[src/rtl/lm_event_encoder.sv]
// lm_event_encoder: coalesces event pulses into bitmap words and queues them in a show-ahead FIFO, with holdoff and a lost-event counter
// ports: clk, rst (sync, active high), events (pulse inputs), rd_en (pop request),
//        rd_data (head word), fifo_empty, fifo_full, pending (captured, not yet pushed), drop_cnt (saturating)
module lm_event_encoder #(
  parameter int WIDTH      = 4,
  parameter int DEPTH      = 4,
  parameter int HOLDOFF    = 15,
  parameter int WIDTH_DROP = 8
) (
  input  logic                  clk,
  input  logic                  rst,
  input  logic [WIDTH-1:0]      events,
  input  logic                  rd_en,
  output logic [WIDTH-1:0]      rd_data,
  output logic                  fifo_empty,
  output logic                  fifo_full,
  output logic [WIDTH-1:0]      pending,
  output logic [WIDTH_DROP-1:0] drop_cnt
);
  localparam int AW = $clog2(DEPTH);
  localparam int HW = HOLDOFF > 0 ? $clog2(HOLDOFF + 1) : 1;
  logic [WIDTH-1:0] mem [DEPTH];
  logic [AW-1:0]    rptr, wptr;
  logic [AW:0]      count;
  logic [HW-1:0]    hcnt;
  logic [WIDTH-1:0] merged;
  logic             pop, push, lost;
  assign merged     = pending | events;
  assign pop        = rd_en && !fifo_empty;
  // a full FIFO still accepts a word when a pop frees a slot in the same cycle
  assign push       = (merged != '0) && (hcnt == '0) && (!fifo_full || pop);
  assign lost       = !push && ((events & pending) != '0);
  assign fifo_empty = count == '0;
  assign fifo_full  = count == (AW+1)'(DEPTH);
  assign rd_data    = mem[rptr];
  always_ff @(posedge clk) begin
    if (rst) begin
      for (int i = 0; i < DEPTH; i++) mem[i] <= '0;
      rptr     <= '0;
      wptr     <= '0;
      count    <= '0;
      hcnt     <= '0;
      pending  <= '0;
      drop_cnt <= '0;
    end else begin
      if (push) begin
        mem[wptr] <= merged;
        wptr      <= wptr + 1'b1;
      end
      if (pop) rptr <= rptr + 1'b1;
      count    <= count + (AW+1)'(push) - (AW+1)'(pop);
      pending  <= push ? '0 : merged;
      hcnt     <= push ? HW'(HOLDOFF) : hcnt - HW'(hcnt != '0);
      drop_cnt <= (lost && !(&drop_cnt)) ? drop_cnt + 1'b1 : drop_cnt;
    end
  end
endmodule

[config.mk]
export PLATFORM = sky130hd
export DESIGN_NAME = lm_event_encoder
export DESIGN_NICKNAME = d
export VERILOG_FILES = /design/src/rtl/lm_event_encoder.sv
export SDC_FILE = /design/constraint.sdc
export NUM_CORES = 1
export LEC_CHECK = 0
export ABC_AREA = 0
export BUFFER_PORTS_ARGS = -buffer_cell sky130_fd_sc_hd__buf_4
export CAP_MARGIN = 10
export CORE_MARGIN = 2
export CORE_UTILIZATION = 25
export DETAILED_ROUTE_END_ITERATION = 12
export PLACE_DENSITY_LB_ADDON = 0.25
export RECOVER_POWER = 50
export SETUP_SLACK_MARGIN = 0.1
export SLEW_MARGIN = 20
export SYNTH_ARGS = -nofsm -noshare
export SYNTH_HDL_FRONTEND = slang
export SYNTH_SLANG_ARGS = --single-unit
[constraint.sdc]
create_clock -name clk -period 3 [get_ports clk]
set_input_delay 0.3 -clock clk [delete_from_list [all_inputs] [get_ports clk]]
set_output_delay 0.3 -clock clk [all_outputs]
set_load 0.01 [all_outputs]
* Word-level counts from Yosys, hierarchy flattened
Memory sizes are Yosys's and may differ from the RTL's. A register that Yosys moved wholly into a read port is not among the register bits.
Index checks and enable logic that the tools add are counted.
Widths: inputs -> output; s select.
** Operators by class
- Add/sub/neg operators :: 6
- Equality and inequality tests :: 1
- Muxes and demuxes :: 11
- Bitwise gates (word level) :: 2
- Reductions and logical operators :: 18
** Operators by type and width (number)
- $reduce_bool 4->1 :: 3
- $add 8x1->8 const B :: 1
- $mux 4 :: 2
- $reduce_and 8->1 :: 1
- $mux 1 :: 6
- $mux 2 :: 3
- $logic_and 1x1->1 :: 5
- $add 2x1->2 const B :: 2
- $and 4x4->4 :: 1
- $logic_not 1->1 :: 4
- $logic_not 4->1 :: 1
- $or 4x4->4 :: 1
- $reduce_or 4->1 :: 1
- $sub 4x1->4 :: 1
- $add 3x1->3 :: 1
- $eq 3x3->1 const B :: 1
- $logic_not 3->1 :: 1
- $sub 3x1->3 :: 1
- $reduce_or 2->1 :: 1
- $logic_or 1x1->1 :: 1
** Storage, ports and cells
- Register bits :: 23
- RAM bits :: 16
- Bits of input ports :: 7
- Output and inout port bits :: 18
- Memories kept :: 1
** Memory list
- mem :: words 4, bits a word 4, read ports 1, clocked after Yosys merged registers in 1, wr ports 4, RTL line 22 : logic [WIDTH-1:0] mem [DEPTH];

* Depth between registers and ports, before layout
Gate-level depths: netlist of run 1.
- Word-level depth :: 10
- Mapped depth :: 11

* Least setup slack after synthesis of run 1
No wires, ideal clock.
- Path kind :: reg-to-reg
- Start :: register hcnt[1]
- End :: register count[2]
- Library setup time :: 128 ps
- Arrival :: 2283 ps
- Setup slack :: 590 ps
- Cell stages (with the launch flop) :: 11
- Period minus slack after synthesis :: 2410 ps
- Path through :: dfxtp_1 or4_4 a41oi_4 and2b_1 o21bai_1 ha_1 inv_1 fa_1 xor2_1 xnor2_1 nor2_1
** On the way
- Cells in the longest elaborated chain, start to end :: 5
** Ends and longest elaborated chain
- from (decl) :: RTL line 25 : logic [HW-1:0] hcnt;
- from (signal assigned) :: RTL line 53 : hcnt <= push ? HW'(HOLDOFF) : hcnt - HW'(hcnt != '0);
- $logic_not 4->1 :: RTL line 31 : assign push = (merged != '0) && (hcnt == '0) && (!fifo_full || pop);
- $logic_and 1x1->1 (2 in series) :: RTL line 31
- $add 3x1->3 :: RTL line 51 : count <= count + (AW+1)'(push) - (AW+1)'(pop);
- $sub 3x1->3 :: RTL line 51
- to (signal assigned) :: RTL line 51
- to (decl) :: RTL line 24 : logic [AW:0] count;
Every way passes these cells.
A chain may end at the register's enable or synchronous reset.

==> impl_metrics.env, run 1 <==
export IMPL_outcome="completed"
export IMPL_slew_headroom_pct=65.6
export IMPL_hold_end="count[2]"
export IMPL_synthesis_nets=177
export IMPL_drt_wl_total_microns=3610
export IMPL_multi_input_area_sq_um=772
export IMPL_antenna_cells=0
export IMPL_grtUsageTotal_pct=9.65
export IMPL_ctsResizeCount=0
export IMPL_finalHoldViolCount=0
export IMPL_dp_cells=286
export IMPL_hold_path_class="in2reg"
export IMPL_cts_buffer_depth=2
export IMPL_powerDensity_nw_per_um2=822
export IMPL_die_area_sq_um=7970
export IMPL_route_detailed_drc=0
export IMPL_wl_met2_microns=1680
export IMPL_synth_fa_ha_area_share_pct=3.85
export IMPL_synth_simple_area_share_pct=18.9
export IMPL_r2r_cells=5
export IMPL_wl_met3_microns=138
export IMPL_die_h_microns=89.3
export IMPL_routabilityCongestion=0.698
export IMPL_initial_utilization_pct=25.5
export IMPL_cts_tree="yes"
export IMPL_dpl_worst_slack_ns=0.418
export IMPL_synth_cell_types=40
export IMPL_die_x_microns=89.3
export IMPL_fin_crit_ns=2.61
export IMPL_synthCells=165
export IMPL_worstPathRequired_ns=3.01
export IMPL_end_kind="flop"
export IMPL_insertion_delay_ns=0.30
export IMPL_ys_warnings_count=0
export IMPL_rr_endpoint="mem[0][0]"
export IMPL_vias=1257
export IMPL_via_per_inst=4.28
export IMPL_ys_seq_area_share_pct=54.0
export IMPL_grt_pass1_vias=1271
export IMPL_r2r_start="hcnt[1]"
export IMPL_finalSetupTns_ns=0
export IMPL_finClkSkew_ns=0.0104
export IMPL_setup_viol=0
export IMPL_clock_sinks=41
export IMPL_grt_pass1_wl_microns=5870
export IMPL_wl_per_cell_microns=12.3
export IMPL_fmax_mhz=383
export IMPL_antenna_found_initial=0
export IMPL_criticalPathCategory="reg2reg"
export IMPL_grt_ovfl_total=0
export IMPL_area_delta_synth_final_pct=17.1
export IMPL_ys_ff_latch=41
export IMPL_clock_root_buffer="clkbuf_8"
export IMPL_grt_max_degree=30
export IMPL_drtPass1Iterations=4
export IMPL_rsz0062_at_grt="false"
export IMPL_layout_commonest_cell="nor2_1"
export IMPL_synth_async_reset_ratio_pct=0
export IMPL_synth_compound_area_share_pct=9.64
export IMPL_m1WireLength_microns=1720
export IMPL_avgSynthCellArea_sq_um=11.0
export IMPL_worst_slew_pin_transition_ns=0.514
export IMPL_core_sq_um=7140
export IMPL_final_cell_count_no_fill=294
export IMPL_startpoint_type="flop"
export IMPL_synth_top_flop_cell="dfxtp_1"
export IMPL_period_share_pct=87.1
export IMPL_slew_violations=0
export IMPL_ir_drop_v=0.000269
export IMPL_fin_nets=206
export IMPL_synthXorXnorAreaFrac_pct=5.30
export IMPL_fillers=802
export IMPL_cap_violations=0
export IMPL_layout_common_cells="35 x nor2_1, 25 x dfxtp_1, 18 x clkbuf_1"
export IMPL_synth_edff_count=16
export IMPL_hp_start="rst"
export IMPL_drive_gt1_share_pct=13.8
export IMPL_power_leakage_nw=0.760
export IMPL_fin_ws_ns=0.387
export IMPL_hold_depth=2
export IMPL_drtIter0Drc=66
export IMPL_h_tree_depth=2
export IMPL_numCtsBuffers=5
export IMPL_regArea_sq_um=981
export IMPL_ant_nets=0
export IMPL_port_buffer_count=24
export IMPL_synth_mux_area_fraction_pct=5.51
export IMPL_path_clk_slew_ns=0.09
export IMPL_top_layer="met4"
export IMPL_crit_path_max_fanout=12
export IMPL_cts_setup_buffers=0
export IMPL_worstPathArrival_ns=2.62
export IMPL_io_pins=25
export IMPL_r2r_slack_ns=0.39
export IMPL_synth_top_family_by_area="simple AND/OR/NAND/NOR gates"
export IMPL_dpl_hpwl_microns=2620
export IMPL_netlist_area_sq_um=1820
export IMPL_rows=31
export IMPL_postCtsHoldBufs=0
==> worst max-delay path: stages, from the launching register on <==
cell and delay [ns]:
dfxtp_1 0.32, or4_4 0.56, a41oi_4 0.35, nand3b_1 0.38
or3_1 0.51, nand2b_1 0.20
==> logic make-up (layout without fill, tap and decap cells) <==
kind of cell,after synthesis,in the layout
buffers and inverters,12,42
AO/OA/AOI/OAI,23,23
multiplexers,5,5
XOR/XNOR,11,11
AND/OR/NAND/NOR,68,68
adder cells (fa/ha/maj),5,5
flip-flops,41,41
==> metal layers <==
metal | vias to the layer above | global-route usage, %
li1 | 637 | -
met5 | - | 0
met4 | 0 | 3.66
met3 | 6 | 2.40
met2 | 22 | 15.6
met1 | 592 | 12.4
==> power by group <==
group / total [mW] / switching, mW / internal, mW
sequential: 0.804 / 0.0930 / 0.711
combinational: 0.588 / 0.323 / 0.265
clock: 0.357 / 0.197 / 0.161
==> final cells by class <==
type / instances / share of cell area (%)
clock buffers: 5 / 3.23
clock inverters: 3 / 0.823
inverters: 6 / 1.06
multi-input cells: 112 / 36.3
flip-flops and latches: 41 / 46.1
well taps: 99 / 5.82
repair buffers: 28 / 6.70
==> synthesized netlist by cell type (5+ instances only) <==
library cell / n / area, sq um
nand3_1: 5 / 25.0
nor2_1: 35 / 131
nor3_1: 6 / 30.0
a21oi_1: 5 / 25.0
edfxtp_1: 16 / 480
nand2_1: 5 / 18.8
dfxtp_1: 25 / 500
inv_1: 6 / 22.5
xnor2_1: 7 / 61.3
==> state kept, by name (all words and copies together) (netlist names), named ones only <==
register / cells
hcnt: 4
count: 3
wptr: 2
drop_cnt: 8
pending: 4
rptr: 2
mem: 16
==> metrics by stage <==
step	instance area (sq um)	hold slack [ns]	utilization, %	power, mW
after global placement	2120	0.523	29.7	1.48
after CTS	2210	0.368	30.9	1.84
after detailed placement	2120	0.526	29.7	1.48
final	2130	0.369	29.8	1.75
after global routing	2130	0.384	29.8	1.90
after floorplan	1820	0.485	-	1.27
==> worst max path at each step <==
stage | from | slack, ns | to | depth (start not counted)
2_1_floorplan | hcnt[1] | 0.59 | count[2] | 10
3_3_place_gp | hcnt[1] | 0.48 | count[2] | 10
3_5_place_dp | hcnt[1] | 0.42 | count[2] | 10
4_1_cts | hcnt[1] | 0.42 | count[2] | 10
5_1_grt | hcnt[1] | 0.18 | mem[0][2] | 5
6_report | hcnt[1] | 0.39 | mem[0][0] | 5
(Power assumes the default switching activity.)
==> inputs of run 2 (changes only) <==
clock period = 2.8 ns   (was 3 ns; I/O delays follow)
==> run 2 against run 1 <==
Design area grew 0.12%. Flip-flop and latch count is the same. Via count shrank 1.1%. Hold slack worse by 0.016 ns. Largest cell class unchanged. Clock power up 6.7%. Wire length is 0.14% lower.
==> impl_metrics.env, run 2 (synthesis results as in run 1) <==
export IMPL_routabilityCongestion=0.755
export IMPL_initial_utilization_pct=25.5
export IMPL_regArea_sq_um=981
export IMPL_rows=31
export IMPL_die_area_sq_um=7970
export IMPL_layout_common_cells="35 x nor2_1, 25 x dfxtp_1, 19 x clkbuf_1"
export IMPL_clock_root_buffer="clkbuf_8"
export IMPL_die_h_microns=89.3
export IMPL_numCtsBuffers=5
export IMPL_antenna_found_initial=0
export IMPL_wl_per_cell_microns=12.2
export IMPL_route_detailed_drc=0
export IMPL_finalSetupTns_ns=0
export IMPL_finalHoldViolCount=0
export IMPL_grt_pass1_wl_microns=6180
export IMPL_hold_slack_ns=0.353
export IMPL_drtPass1Iterations=5
export IMPL_worstPathArrival_ns=2.59
export IMPL_layout_commonest_cell="nor2_1"
export IMPL_path_clk_slew_ns=0.08
export IMPL_core_sq_um=7140
export IMPL_area_delta_synth_final_pct=17.2
export IMPL_drt_wl_total_microns=3600
export IMPL_period_share_pct=86.1
export IMPL_end_kind="flop"
export IMPL_fmax_mhz=415
export IMPL_grt_ovfl_total=0
export IMPL_fillers=771
export IMPL_clock_sinks=41
export IMPL_vias=1243
export IMPL_ant_nets=0
export IMPL_crit_path_max_fanout=3
export IMPL_die_x_microns=89.3
export IMPL_insertion_delay_ns=0.29
export IMPL_io_pins=25
export IMPL_drtIter0Drc=66
export IMPL_hold_path_class="in2reg"
export IMPL_criticalPathCategory="reg2reg"
export IMPL_multi_input_area_sq_um=766
export IMPL_power_mw=1.88
export IMPL_powerDensity_nw_per_um2=883
export IMPL_finClkSkew_ns=0.00459
export IMPL_place_area_sq_um=2130
export IMPL_final_util_pct=29.9
export IMPL_r2r_slack_ns=0.39
export IMPL_cts_tree="yes"
export IMPL_port_buffer_count=24
export IMPL_slew_headroom_pct=63.5
export IMPL_postCtsHoldBufs=0
export IMPL_dpl_hpwl_microns=2600
export IMPL_antenna_cells=0
export IMPL_power_leakage_nw=0.765
export IMPL_setup_viol=0
export IMPL_largest_register="mem"
export IMPL_cts_setup_buffers=0
export IMPL_via_per_inst=4.21
export IMPL_postLayoutCellArea_sq_um=2130
export IMPL_fin_crit_ns=2.41
export IMPL_ctsResizeCount=0
export IMPL_worst_slew_pin_transition_ns=0.546
export IMPL_drive_gt1_share_pct=13.8
export IMPL_grt_max_degree=30
export IMPL_worstPathRequired_ns=2.98
export IMPL_fin_nets=207
export IMPL_top_regs="mem x16, drop_cnt x8"
export IMPL_outcome="completed"
export IMPL_cts_buffer_depth=2
export IMPL_ir_drop_v=0.000282
export IMPL_startpoint_type="flop"
export IMPL_cap_violations=0
export IMPL_final_cell_count_no_fill=295
export IMPL_slew_violations=0
export IMPL_dpl_worst_slack_ns=0.445
export IMPL_rsz0062_at_grt="false"
export IMPL_dp_cells=287
export IMPL_grtUsageTotal_pct=10.2
export IMPL_largest_reg_flops=16
export IMPL_h_tree_depth=2
export IMPL_fin_ws_ns=0.389
export IMPL_grt_pass1_vias=1279
run 2: critical path, cell delays in order (launching register included):
cell and delay [ns]:
dfxtp_1 0.33, or4_4 0.54, a41oi_1 0.24, and2b_1 0.24, o21bai_1 0.16, ha_1 0.19
inv_1 0.06, fa_1 0.18, xor2_1 0.18, xnor2_1 0.14, nor2_1 0.05
run 2: area by class of cell:
cell class	instances	share of cell area, %
Tap cell	99	5.81
Clock buffer	6	3.41
Sequential cell	41	46.0
Timing Repair Buffer	29	7.05
Clock inverter	2	0.705
Multi-Input combinational cell	112	35.9
Inverter	6	1.06
run 2: worst paths after layout:
check,startpoint,end,cells after the start
min reg2reg,rptr[1],flop,2
min,rst,flop,2
max,hcnt[1],count[2],10
max reg2reg,hcnt[1],count[2],10
run 2: per-layer routing:
| metal | track usage [%] | share of wire, % |
|---|---|---|
| met1 | 13.9 | 51 |
| met5 | 0 | 0 |
| met3 | 2.86 | 3.9 |
| met2 | 15.4 | 43 |
| met4 | 3.66 | 1.7 |
run 2: report_power, final:
group	internal [mW]	total, mW	switching (mW)
Combinational	0.288	0.638	0.350
Sequential	0.762	0.863	0.101
Clock	0.176	0.381	0.205
==> inputs of run 3 (changes only) <==
CORE_ASPECT_RATIO = 2   (was default)
==> run 3 against run 2 <==
Non-clock buffer count did not move. Hold slack improved by 0.018 ns. Via count rose by 3.1%. Design area rose by 4.2%. Cell count fell by 2.4%. Sequential share of layout area fell by 1.9 points. Highest routed layer unchanged.
==> impl_metrics.env, run 3 (synthesis results as in run 1) <==
export IMPL_dp_cells=280
export IMPL_power_mw=2.16
export IMPL_grt_max_degree=30
export IMPL_hold_path_class="in2reg"
export IMPL_grt_pass1_wl_microns=6230
export IMPL_initial_utilization_pct=25.4
export IMPL_cts_tree="yes"
export IMPL_core_sq_um=7160
export IMPL_drive_gt1_share_pct=14.3
export IMPL_path_clk_slew_ns=0.06
export IMPL_cts_buffer_depth=2
export IMPL_crit_path_start="hcnt[1]"
export IMPL_grt_pass1_vias=1342
export IMPL_clock_sinks=41
export IMPL_finClkSkew_ns=0.00403
export IMPL_grt_ovfl_total=0
export IMPL_finalHoldViolCount=0
export IMPL_period_share_pct=86.4
export IMPL_startpoint_type="flop"
export IMPL_layout_commonest_cell="nor2_1"
export IMPL_fillers=758
export IMPL_top_regs="mem x16, drop_cnt x8"
export IMPL_cap_violations=0
export IMPL_rr_endpoint="count[2]"
export IMPL_die_area_sq_um=8010
export IMPL_worstPathRequired_ns=2.96
export IMPL_final_cell_count_no_fill=288
export IMPL_cp_endpoint="count[2]"
export IMPL_finalSetupTns_ns=0
export IMPL_outcome="completed"
export IMPL_r2r_start="hcnt[1]"
export IMPL_via_per_inst=4.45
export IMPL_antenna_cells=0
export IMPL_fin_crit_ns=2.42
export IMPL_io_pins=25
export IMPL_drt_wl_total_microns=3570
export IMPL_end_kind="flop"
export IMPL_worstPathArrival_ns=2.58
export IMPL_routabilityCongestion=0.780
export IMPL_layout_common_cells="35 x nor2_1, 25 x dfxtp_1, 18 x clkbuf_1"
export IMPL_ctsResizeCount=0
export IMPL_wl_per_cell_microns=12.4
export IMPL_dpl_hpwl_microns=2670
export IMPL_final_util_pct=31.0
export IMPL_worst_slew_pin_transition_ns=0.475
export IMPL_port_buffer_count=24
export IMPL_r2r_slack_ns=0.38
export IMPL_clock_root_buffer="clkbuf_16"
export IMPL_route_detailed_drc=0
export IMPL_insertion_delay_ns=0.28
export IMPL_slew_violations=0
export IMPL_cts_setup_buffers=0
export IMPL_die_h_microns=125
export IMPL_die_x_microns=64.3
export IMPL_largest_reg_flops=16
export IMPL_crit_path_max_fanout=3
export IMPL_postCtsHoldBufs=0
export IMPL_drtPass1Iterations=4
export IMPL_rows=44
export IMPL_antenna_found_initial=0
export IMPL_fin_nets=207
export IMPL_numCtsBuffers=5
export IMPL_setup_viol=0
export IMPL_grtUsageTotal_pct=9.86
export IMPL_powerDensity_nw_per_um2=974
export IMPL_power_leakage_nw=0.808
export IMPL_criticalPathCategory="reg2reg"
export IMPL_ant_nets=0
export IMPL_area_delta_synth_final_pct=22.2
export IMPL_fmax_mhz=413
export IMPL_h_tree_depth=2
export IMPL_largest_register="mem"
export IMPL_ir_drop_v=0.000339
export IMPL_rsz0062_at_grt="false"
export IMPL_r2r_cells=10
export IMPL_vias=1282
export IMPL_slew_headroom_pct=68.1
export IMPL_drtIter0Drc=33
## run 3: worst max-delay path: stages, from the launching register on
cell      delay [ns]
dfxtp_1         0.32
or4_1           0.61
a41oi_4         0.23
and2b_1         0.23
o21bai_1        0.15
ha_1            0.18
inv_1           0.06
fa_1            0.17
xor2_1          0.17
xnor2_1         0.13
nor2_1          0.05
## run 3: cell type report
class | count | area [sq um] | area share, %
Multi-Input combinational cell | 112 | 781 | 35.2
Timing Repair Buffer | 29 | 150 | 6.76
Inverter | 6 | 22.5 | 1.01
Clock buffer | 5 | 125 | 5.63
Tap cell | 92 | 115 | 5.18
Sequential cell | 41 | 981 | 44.2
Clock inverter | 3 | 46.3 | 2.08
## run 3: worst min path at each step
stage                  from          end  slack, ns  cells past startpoint
global placement    rptr[0]      rptr[0]       0.53                      2
finish                  rst  drop_cnt[4]       0.37                      2
CTS                     rst  drop_cnt[4]       0.37                      2
global route            rst  drop_cnt[2]       0.38                      2
floorplan           rptr[1]         flop       0.48                      2
detailed placement  rptr[0]      rptr[0]       0.54                      2
## run 3: power by group
group | leakage (nW) | switching (mW) | internal (mW)
logic | 0.357 | 0.361 | 0.290
clock network | 0.0800 | 0.228 | 0.421
registers | 0.371 | 0.0991 | 0.763
## run 3: stage by stage
stage / cell area (sq um) / hold slack (ns) / setup WS (ns)
finish: 2220 / 0.371 / 0.380
global route: 2220 / 0.383 / 0.198
CTS: 2290 / 0.367 / 0.410
detailed placement: 2120 / 0.538 / 0.426
global placement: 2120 / 0.526 / 0.474
floorplan: 1820 / 0.485 / 0.390
## run 3: metal layers
metal | track usage (%) | vias up | wire [microns]
met5 | 0 | - | 0
li1 | - | 637 | -
met3 | 1.90 | 5 | 114
met2 | 17.2 | 31 | 1850
met4 | 3.75 | 0 | 59
met1 | 11.7 | 609 | 1540
